File: src/rtl/column_deskewer.sv
// Realigns skewed per-lane results from the systolic array bottom edge
// into whole rows and buffers them in a small FIFO with a valid/ready output.
module column_deskewer #(
    parameter int LENGTH     = 4,
    parameter int DATA_WIDTH = 16,
    parameter int DEPTH      = 4
) (
    input  logic                         clk,
    input  logic                         rst,
    input  logic [LENGTH-1:0]            in_valid,
    input  logic [LENGTH*DATA_WIDTH-1:0] in,
    output logic                         out_valid,
    input  logic                         out_ready,
    output logic [LENGTH*DATA_WIDTH-1:0] out,
    output logic [$clog2(DEPTH):0]       count,
    output logic                         overflow,
    output logic                         misalign
);

    localparam int PW = $clog2(DEPTH);
    localparam int CW = PW + 1;
    localparam logic [CW-1:0] FULL = CW'(DEPTH);

    logic [LENGTH*DATA_WIDTH-1:0] al_data;
    logic [LENGTH-1:0]            al_valid;

    // Lane i is delayed LENGTH-1-i cycles so all lanes of a row meet together.
    for (genvar i = 0; i < LENGTH; i++) begin : g_lane
        localparam int NS = LENGTH - 1 - i;
        if (NS == 0) begin : g_pass
            assign al_data[i*DATA_WIDTH +: DATA_WIDTH] = in[i*DATA_WIDTH +: DATA_WIDTH];
            assign al_valid[i] = in_valid[i];
        end else begin : g_dly
            logic [DATA_WIDTH-1:0] d_q [NS];
            logic [DATA_WIDTH-1:0] d_d [NS];
            logic                  v_q [NS];
            logic                  v_d [NS];

            always_comb begin
                d_d[0] = in[i*DATA_WIDTH +: DATA_WIDTH];
                v_d[0] = in_valid[i];
                for (int s = 1; s < NS; s++) begin
                    d_d[s] = d_q[s-1];
                    v_d[s] = v_q[s-1];
                end
            end

            always_ff @(posedge clk) begin
                if (rst) begin
                    for (int s = 0; s < NS; s++) begin
                        d_q[s] <= '0;
                        v_q[s] <= 1'b0;
                    end
                end else begin
                    for (int s = 0; s < NS; s++) begin
                        d_q[s] <= d_d[s];
                        v_q[s] <= v_d[s];
                    end
                end
            end

            assign al_data[i*DATA_WIDTH +: DATA_WIDTH] = d_q[NS-1];
            assign al_valid[i] = v_q[NS-1];
        end
    end

    logic [LENGTH*DATA_WIDTH-1:0] mem_q [DEPTH];
    logic [LENGTH*DATA_WIDTH-1:0] mem_d [DEPTH];
    logic [PW-1:0]                wr_ptr_q, wr_ptr_d;
    logic [PW-1:0]                rd_ptr_q, rd_ptr_d;
    logic [CW-1:0]                count_q, count_d;
    logic                         overflow_q, overflow_d;
    logic                         misalign_q, misalign_d;

    logic all_v;
    logic any_v;
    logic pop;
    logic push;

    assign all_v = &al_valid;
    assign any_v = |al_valid;
    assign pop   = (count_q != '0) && out_ready;
    // A full FIFO still takes a row if the head leaves at the same edge.
    assign push  = all_v && ((count_q != FULL) || pop);

    always_comb begin
        mem_d      = mem_q;
        wr_ptr_d   = wr_ptr_q;
        rd_ptr_d   = rd_ptr_q;
        count_d    = count_q;
        overflow_d = overflow_q | (all_v & ~push);
        misalign_d = misalign_q | (any_v & ~all_v);
        if (push) begin
            mem_d[wr_ptr_q] = al_data;
            wr_ptr_d        = wr_ptr_q + PW'(1);
        end
        if (pop) begin
            rd_ptr_d = rd_ptr_q + PW'(1);
        end
        if (push && !pop) begin
            count_d = count_q + CW'(1);
        end else if (pop && !push) begin
            count_d = count_q - CW'(1);
        end
    end

    always_ff @(posedge clk) begin
        if (rst) begin
            for (int e = 0; e < DEPTH; e++) begin
                mem_q[e] <= '0;
            end
            wr_ptr_q   <= '0;
            rd_ptr_q   <= '0;
            count_q    <= '0;
            overflow_q <= 1'b0;
            misalign_q <= 1'b0;
        end else begin
            for (int e = 0; e < DEPTH; e++) begin
                mem_q[e] <= mem_d[e];
            end
            wr_ptr_q   <= wr_ptr_d;
            rd_ptr_q   <= rd_ptr_d;
            count_q    <= count_d;
            overflow_q <= overflow_d;
            misalign_q <= misalign_d;
        end
    end

    assign out_valid = (count_q != '0);
    assign out       = mem_q[rd_ptr_q];
    assign count     = count_q;
    assign overflow  = overflow_q;
    assign misalign  = misalign_q;

endmodule

File: config.mk
export PLATFORM = sky130hd
export DESIGN_NAME = column_deskewer
export DESIGN_NICKNAME = d
export VERILOG_FILES = /design/src/rtl/column_deskewer.sv
export SDC_FILE = /design/constraint.sdc
export NUM_CORES = 1
export LEC_CHECK = 0
export CORE_AREA = 4 4 181 139
export CTS_BUF_LIST = sky130_fd_sc_hd__clkbuf_8
export DETAILED_ROUTE_END_ITERATION = 7
export DIE_AREA = 0 0 185 143
export PLACE_DENSITY = 0.95
export SYNTH_ARGS = -nofsm -noshare
export SYNTH_HDL_FRONTEND = slang
export SYNTH_SLANG_ARGS = --single-unit
export TNS_END_PERCENT = 30
File: constraint.sdc
create_clock -name clk -period 4.05 [get_ports clk]
set_clock_uncertainty 0.2 [all_clocks]
set_input_delay 1.215 -clock clk [delete_from_list [all_inputs] [get_ports clk]]
set_output_delay 1.215 -clock clk [all_outputs]
set_load 0.05 [all_outputs]
==> summary.md, run 1 <==
| Metric | Value |
|---|---|
| Row count | 49 |
| DRT Pass-1 Iters | 5 |
| Number of synthesized flops with an enable pin | 0 |
| Final ANT Viol Nets | 0 |
| CP startpoint kind | flop |
| Slew @ Worst Pin | 0.8846 ns |
| Total Neg Setup Slack | 0 ns |
| Power per Cell Area | 427.6 nW/um2 |
| Flops & latches, synth | 367 |
| Net Count, Synth | 1325 |
| Share of cells above drive strength 1 | 12.05% |
| Total CTS buffers | 54 |
| I/O Buffers | 140 |
| Routability congestion estimate | 0.7455 |
| Slew HR | 41.03% |
| Worst ir drop on vdd | 0.2732 mV |
| Ant. Diodes | 0 |
| Antenna violations before repair | 0 |
| Routed WL per cell | 17.61 um |
| Via/cell ratio | 5.414 |
| Final number of setup-violating endpoints | 0 |
| Clock sinks | 367 |
| Clk Latency, worst-skew pair | 0.60 ns |
| Ys async rst share | 0% |
| Fin crit period | 3.956 ns |
| IO Pins | 141 |
| DRT iter0 DRCs | 523 |
| Leading cell type by number of instances after synthesis | dfxtp_1 |
| Synth area leaders | dfxtp_1, mux2i_1, nand2b_1, mux4_2, nor2b_1 |
| Lkg Pwr | 0.007741 uW |
| CTS tree | yes |
| Final net count | 1450 |
| GRT Overall Usage | 22.81% |
| Worst reg2reg setup slack | 1.57 ns |
| Min-delay worst type | reg -> reg |
| First-pass GRT wire length | 49020 um |
| Status | completed |
| DRC | 0 |
| Final worst slack | 0.09399 ns |
| Critical path endpoint category | output pin |
| Final period util | 97.68% |
| Fmax | 252.8 MHz |
| Die width | 185 um |
| Initial Util | 63.07% |
| H-tree depth | 2 |
| Top FF cell, synth | dfxtp_1 |
| Gr ovfl total | 0 |
| Cell variety after synth | 28 |
| Sequential area share after synthesis | 49.48% |
| Share of the synthesized area in the top cell type | 49.48% |
| Pins Over Slew Limit | 0 |
| Critical Path RT | 2.63 ns |
| Largest net degree at the start of global routing | 121 |
| Final WL | 30230 um |
| Placed cells | 1622 |
| Final Cell Area | 17610 um2 |
| Avg Synthesized Cell Area | 11.90 um2 |
| DPL Wire Length | 18610 um |
| Total number of yosys warnings | 0 |
| Post-Syn Area | 14850 um2 |
| Die ar. | 26460 um2 |
| Clock buffer depth | 3 |
| Number of global-route vias before repair | 9776 |
| RSZ-0062 raised after global routing | false |
| Layout area overhead | 18.58% |
| Post-Layout Cell Count | 1717 |
| Fin. Hold Viols | 0 |
| Core area | 23540 um2 |
| Placed Area | 16440 um2 |
| Crit Path Max Fanout | 34 |
| Clock slew at reported path FFs | 0.06 ns |
| CP arrival | 2.54 ns |
| Die height | 143 um |
| Clk root buf | clkbuf_8 |
| Hold Slack | 0.2335 ns |
| Synth area leader | dfxtp_1 |
| Worst slack at placement | 0.4481 ns |
| Gate Count Post-Synth | 1248 |
| Via Count | 9295 |
| WS Path Type | reg -> out |
| # Max-Cap Violations | 0 |
| Synth cell count leaders | dfxtp_1, nand2b_1, mux2i_1, nor2b_1, mux4_2 |
| Hold Buf Count CTS | 0 |
placed cells by master, fill, tap and decap left out, types with 2 or more instances in the layout:
cell type        count
dlymetal6s2s_1      13
bufinv_16            2
buf_4               10
inv_1               20
o21ai_0              3
clkbuf_8            69
clkdlybuf4s50_1    112
nand2b_1           320
dfxtp_4              2
nand3_1              3
a21oi_1              5
or3_1                2
ha_1                 5
dlygate4sd2_1       14
nor2_1               7
nand3_4              3
nor2b_1            102
xor2_1               4
dfxtp_1            365
mux4_2              64
clkinv_2             4
buf_12              11
mux2i_1            257
stage by stage:
| stage | power [uW] | util, % |
|---|---|---|
| after floorplan | 4294 | - |
| after global placement | 4533 | 69.84 |
| after detailed placement | 4545 | 69.84 |
| after CTS | 7577 | 74.65 |
| after global routing | 7803 | 74.79 |
| final | 7529 | 74.79 |
per-layer routing:
metal	global-route usage, %	vias up	share of wire (%)
met3	4.202	55	4.9
li1	-	4472	-
met4	7.220	0	2.1
met5	0	-	0
met2	39.19	230	49
met1	29.56	4538	44
final cells by class:
type,count,area (um2)
repair buffers,162,1744
fillers,1485,5936
clock inverters,25,171.4
inverters,3,11.26
clock buffers,69,949.7
flip-flops and latches,367,7355
multi-input cells,785,6993
well taps,306,382.9
worst paths after layout:
path,startpoint,endpoint,depth (start not counted)
setup / recovery,rd_ptr_q[1],out[24],3
hold reg to reg,g_lane[1].g_dly.d_q[0][14],g_lane[1].g_dly.d_q[0][30],1
setup reg to reg,count[0],count[2],7
hold / removal,g_lane[1].g_dly.d_q[0][14],g_lane[1].g_dly.d_q[0][30],1
state kept, by name, summed over array words and instances, names as in the netlist:
signal / cells
misalign: 1
wr_ptr_q: 2
mem_q: 256
overflow: 1
rd_ptr_q: 2
g_lane.g_dly.v_q: 6
count: 3
g_lane.g_dly.d_q: 96
kinds of logic (layout without fill, tap and decap cells):
kind of cell | Yosys count | in the layout | share of synthesized area [%]
XOR/XNOR | 4 | 4 | 0.2359
adder cells (fa/ha/maj) | 6 | 6 | 0.5562
multiplexers | 321 | 321 | 27.03
flip-flops | 367 | 367 | 49.48
AND/OR/NAND/NOR | 444 | 444 | 18.64
AO/OA/AOI/OAI | 10 | 10 | 0.3792
buffers and inverters | 96 | 259 | 3.674
critical path, cell delays in order, from the launching register on:
cell and delay, ns:
dfxtp_4 0.37, buf_12 0.26, mux4_2 0.58, clkdlybuf4s50_1 0.72
what timing repair did:
action / 4_1_cts / 5_1_grt
setup endpoints to repair: 62 / 13
gates resized for setup: 14 / 13
setup buffers: 1 / 0
gates cloned: 0 / 0
power by group:
group / switching [uW] / internal, uW
registers: 79.0 / 3680
clock network: 1380 / 1660
logic: 368 / 366
(Power assumes the default switching activity.)
==> run 2, diff against run 1 <==
CORE_AREA = 4 4 197 151   (was 4 4 181 139)
DIE_AREA = 0 0 201 155   (was 0 0 185 143)
PLACE_DENSITY = 0.87   (was 0.95)
clock period = 3.4 ns   (was 4.05 ns; I/O delays follow)
==> run 2 against run 1 <==
  * Sequential power increased by 18%
  * Power increased by 23%
  * Die area rose by 18%
  * Cell count increased by 3.9%
  * Flip-flop and latch count did not move
  * First-iteration DRC count fell by 28%
  * Register-to-register slack lost 0.64 ns
  * Clock power is 29% higher
  * Critical path type unchanged
  * Critical endpoint is now out[56]
  * Largest power group unchanged
==> summary.md, run 2 (synthesized netlist as in run 1, its figures left out) <==
| Metric | Value |
|---|---|
| Register share of total power | 47.8% (-2.1 points) |
| DRC | 0 (unchanged) |
| Internal power | 7051 uW (+24%) |
| Total CTS buffers | 54 (unchanged) |
| R2r startpoint | count[0] |
| DRT Pass-1 Iters | 4 (-1) |
| Crit Path Max Fanout | 17 (-50%) |
| Buffers & Inverters on Critical Path | 2 (unchanged) |
| Min-delay worst type | reg -> reg |
| Clk Latency, worst-skew pair | 0.60 ns (about the same) |
| DPL Wire Length | 18440 um (-0.91%) |
| # Max-Cap Violations | 0 (unchanged) |
| Row count | 53 (+8.2%) |
| Final number of setup-violating endpoints | 0 (unchanged) |
| Power per Cell Area | 522.9 nW/um2 (+22%) |
| Lkg Pwr | 0.007676 uW (-0.85%) |
| Status | completed |
| Via/cell ratio | 5.125 (-5.3%) |
| Final net count | 1460 (+0.69%) |
| Fin util | 63.90% (-11 points) |
| Slew @ Worst Pin | 0.9044 ns (+0.01983 ns) |
| Critical Path RT | 2.18 ns (-0.45 ns) |
| Top reg by flops | mem_q |
| Logic pwr share | 9.8% (about the same) |
| Metal3 WL | 1327 um (-10%) |
| H-tree depth | 2 (unchanged) |
| Final WL | 29580 um (-2.1%) |
| Most common cell after layout, fill and taps aside | dfxtp_1 |
| Via Count | 9143 (-1.6%) |
| First-pass GRT wire length | 48580 um (-0.90%) |
| Max FFs per register | 256 (unchanged) |
| Met2 routed WL | 13910 um (-5.8%) |
| Clock sinks | 367 (unchanged) |
| Die width | 201 um (+8.6%) |
| Hold Buf Count CTS | 0 (unchanged) |
| DRT iter0 DRCs | 375 (-28%) |
| GRT Overall Usage | 18.74% (-4.1 points) |
| Worst hold start | g_lane[0].g_dly.d_q[0][16] |
| Worst-path cell chain | buf_12, mux4_2, buf_4 |
| Routed WL per cell | 16.58 um (-5.8%) |
| Max stage delay cell, worst path | mux4_2 |
| NetSw | 2233 uW (+22%) |
| Largest regs | mem_q: 256 flops, g_lane.g_dly.d_q: 96 flops, g_lane.g_dly.v_q: 6 flops |
| Worst setup path start | rd_ptr_q[1] |
| Layout area overhead | 19.58% |
| Worst ir drop on vdd | 0.3311 mV (+21%) |
| Critical path endpoint category | output pin |
| Ant. Diodes | 0 (unchanged) |
| Sw Share | 24.05% (-0.23 points) |
| Die ar. | 31160 um2 (+18%) |
| Slew HR | 39.71% (-1.3 points) |
| CP startpoint kind | flop |
| Die height | 155 um (+8.4%) |
| CP top delay family | multiplexers |
| Core area | 27790 um2 (+18%) |
| Clock slew at reported path FFs | 0.07 ns (about the same) |
| Final period util | 96.82% |
| Clock Power Share | 42.3% (+1.9 points) |
| Clock buffer depth | 3 (unchanged) |
| CP arrival | 2.07 ns (-0.47 ns) |
| Fmax | 303.8 MHz |
| CTS tree | yes |
| Final ANT Viol Nets | 0 (unchanged) |
| Share of cells above drive strength 1 | 17.73% (+5.7 points) |
| # fillers | 2128 (+43%) |
| Uppermost layer routed | met4 |
| Clk root buf | clkbuf_8 |
| Pins Over Slew Limit | 0 (unchanged) |
| Met1 WL | 13870 um (+4.0%) |
| IO Pins | 141 (unchanged) |
| Initial Util | 53.44% (-9.6 points) |
| Most frequent cells in the layout | dfxtp_1, nand2b_1, mux2i_1, nor2b_1 |
| Antenna violations before repair | 0 (unchanged) |
| Routability congestion estimate | 0.7516 (+0.82%) |
| Largest net degree at the start of global routing | 92 (-24%) |
| Fin. Hold Viols | 0 (unchanged) |
| I/O Buffers | 140 (unchanged) |
| Gr ovfl total | 0 (unchanged) |
| WS Path Type | reg -> out |
| Fin crit period | 3.292 ns |
| CP max stage delay | 0.53 ns (-0.19 ns) |
| Number of global-route vias before repair | 9655 (-1.2%) |
| Final Power | 9285 uW (+23%) |
## run 2: layout make-up
cell class              instances  area, um2  area share, %
clock buffers                  69      949.7          5.349
clock inverters                31      285.3          1.607
inverters                       3      11.26        0.06343
multi-input cells             785       6993          39.39
flip-flops and latches        367       7355          41.42
well taps                     357      446.7          2.516
repair buffers                172       1714          9.655
## run 2: through the flow
stage          cells  hold WS [ns]  setup slack (ns)  cell area (um2)  setup TNS [ns]
6_report        1784        0.2275            0.1081            17750               0
5_1_grt         1784        0.2306        -0.0003180            17750      -0.0003180
4_1_cts         1784        0.2294         0.0007025            17740               0
3_5_place_dp    1678        0.2204           0.06543            16460               0
3_3_place_gp    1678        0.2168           0.09329            16460               0
2_1_floorplan   1248        0.2138            0.5983            14850               0
## run 2: worst paths after layout
path                                endpoint  slack (ns)  cells past startpoint
hold reg to reg   g_lane[0].g_dly.d_q[0][32]        0.23                      1
setup / recovery                     out[56]        0.11                      3
setup reg to reg                    count[2]        0.93                      7
hold / removal    g_lane[0].g_dly.d_q[0][32]        0.23                      1
## run 2: per-layer routing
layer,global-route usage (%),vias up
li1,-,4485
met2,31.41,169
met3,4.126,42
met5,0,-
met4,5.208,0
met1,24.80,4447
## run 2: power by group through the flow
stage                     logic, uW  clock network (uW)  registers, uW
after floorplan                 549                   0           4570
after global placement          865                   0           4560
after detailed placement        871                   0           4560
after CTS                       926                4050           4440
after global routing            981                4240           4450
final                           914                3930           4440
## run 2: timing repair
item	in CTS	in global routing
setup buffers	6	0
resized for setup	0	4
endpoints found under the setup margin	44	9
endpoints found under the hold margin	0	0
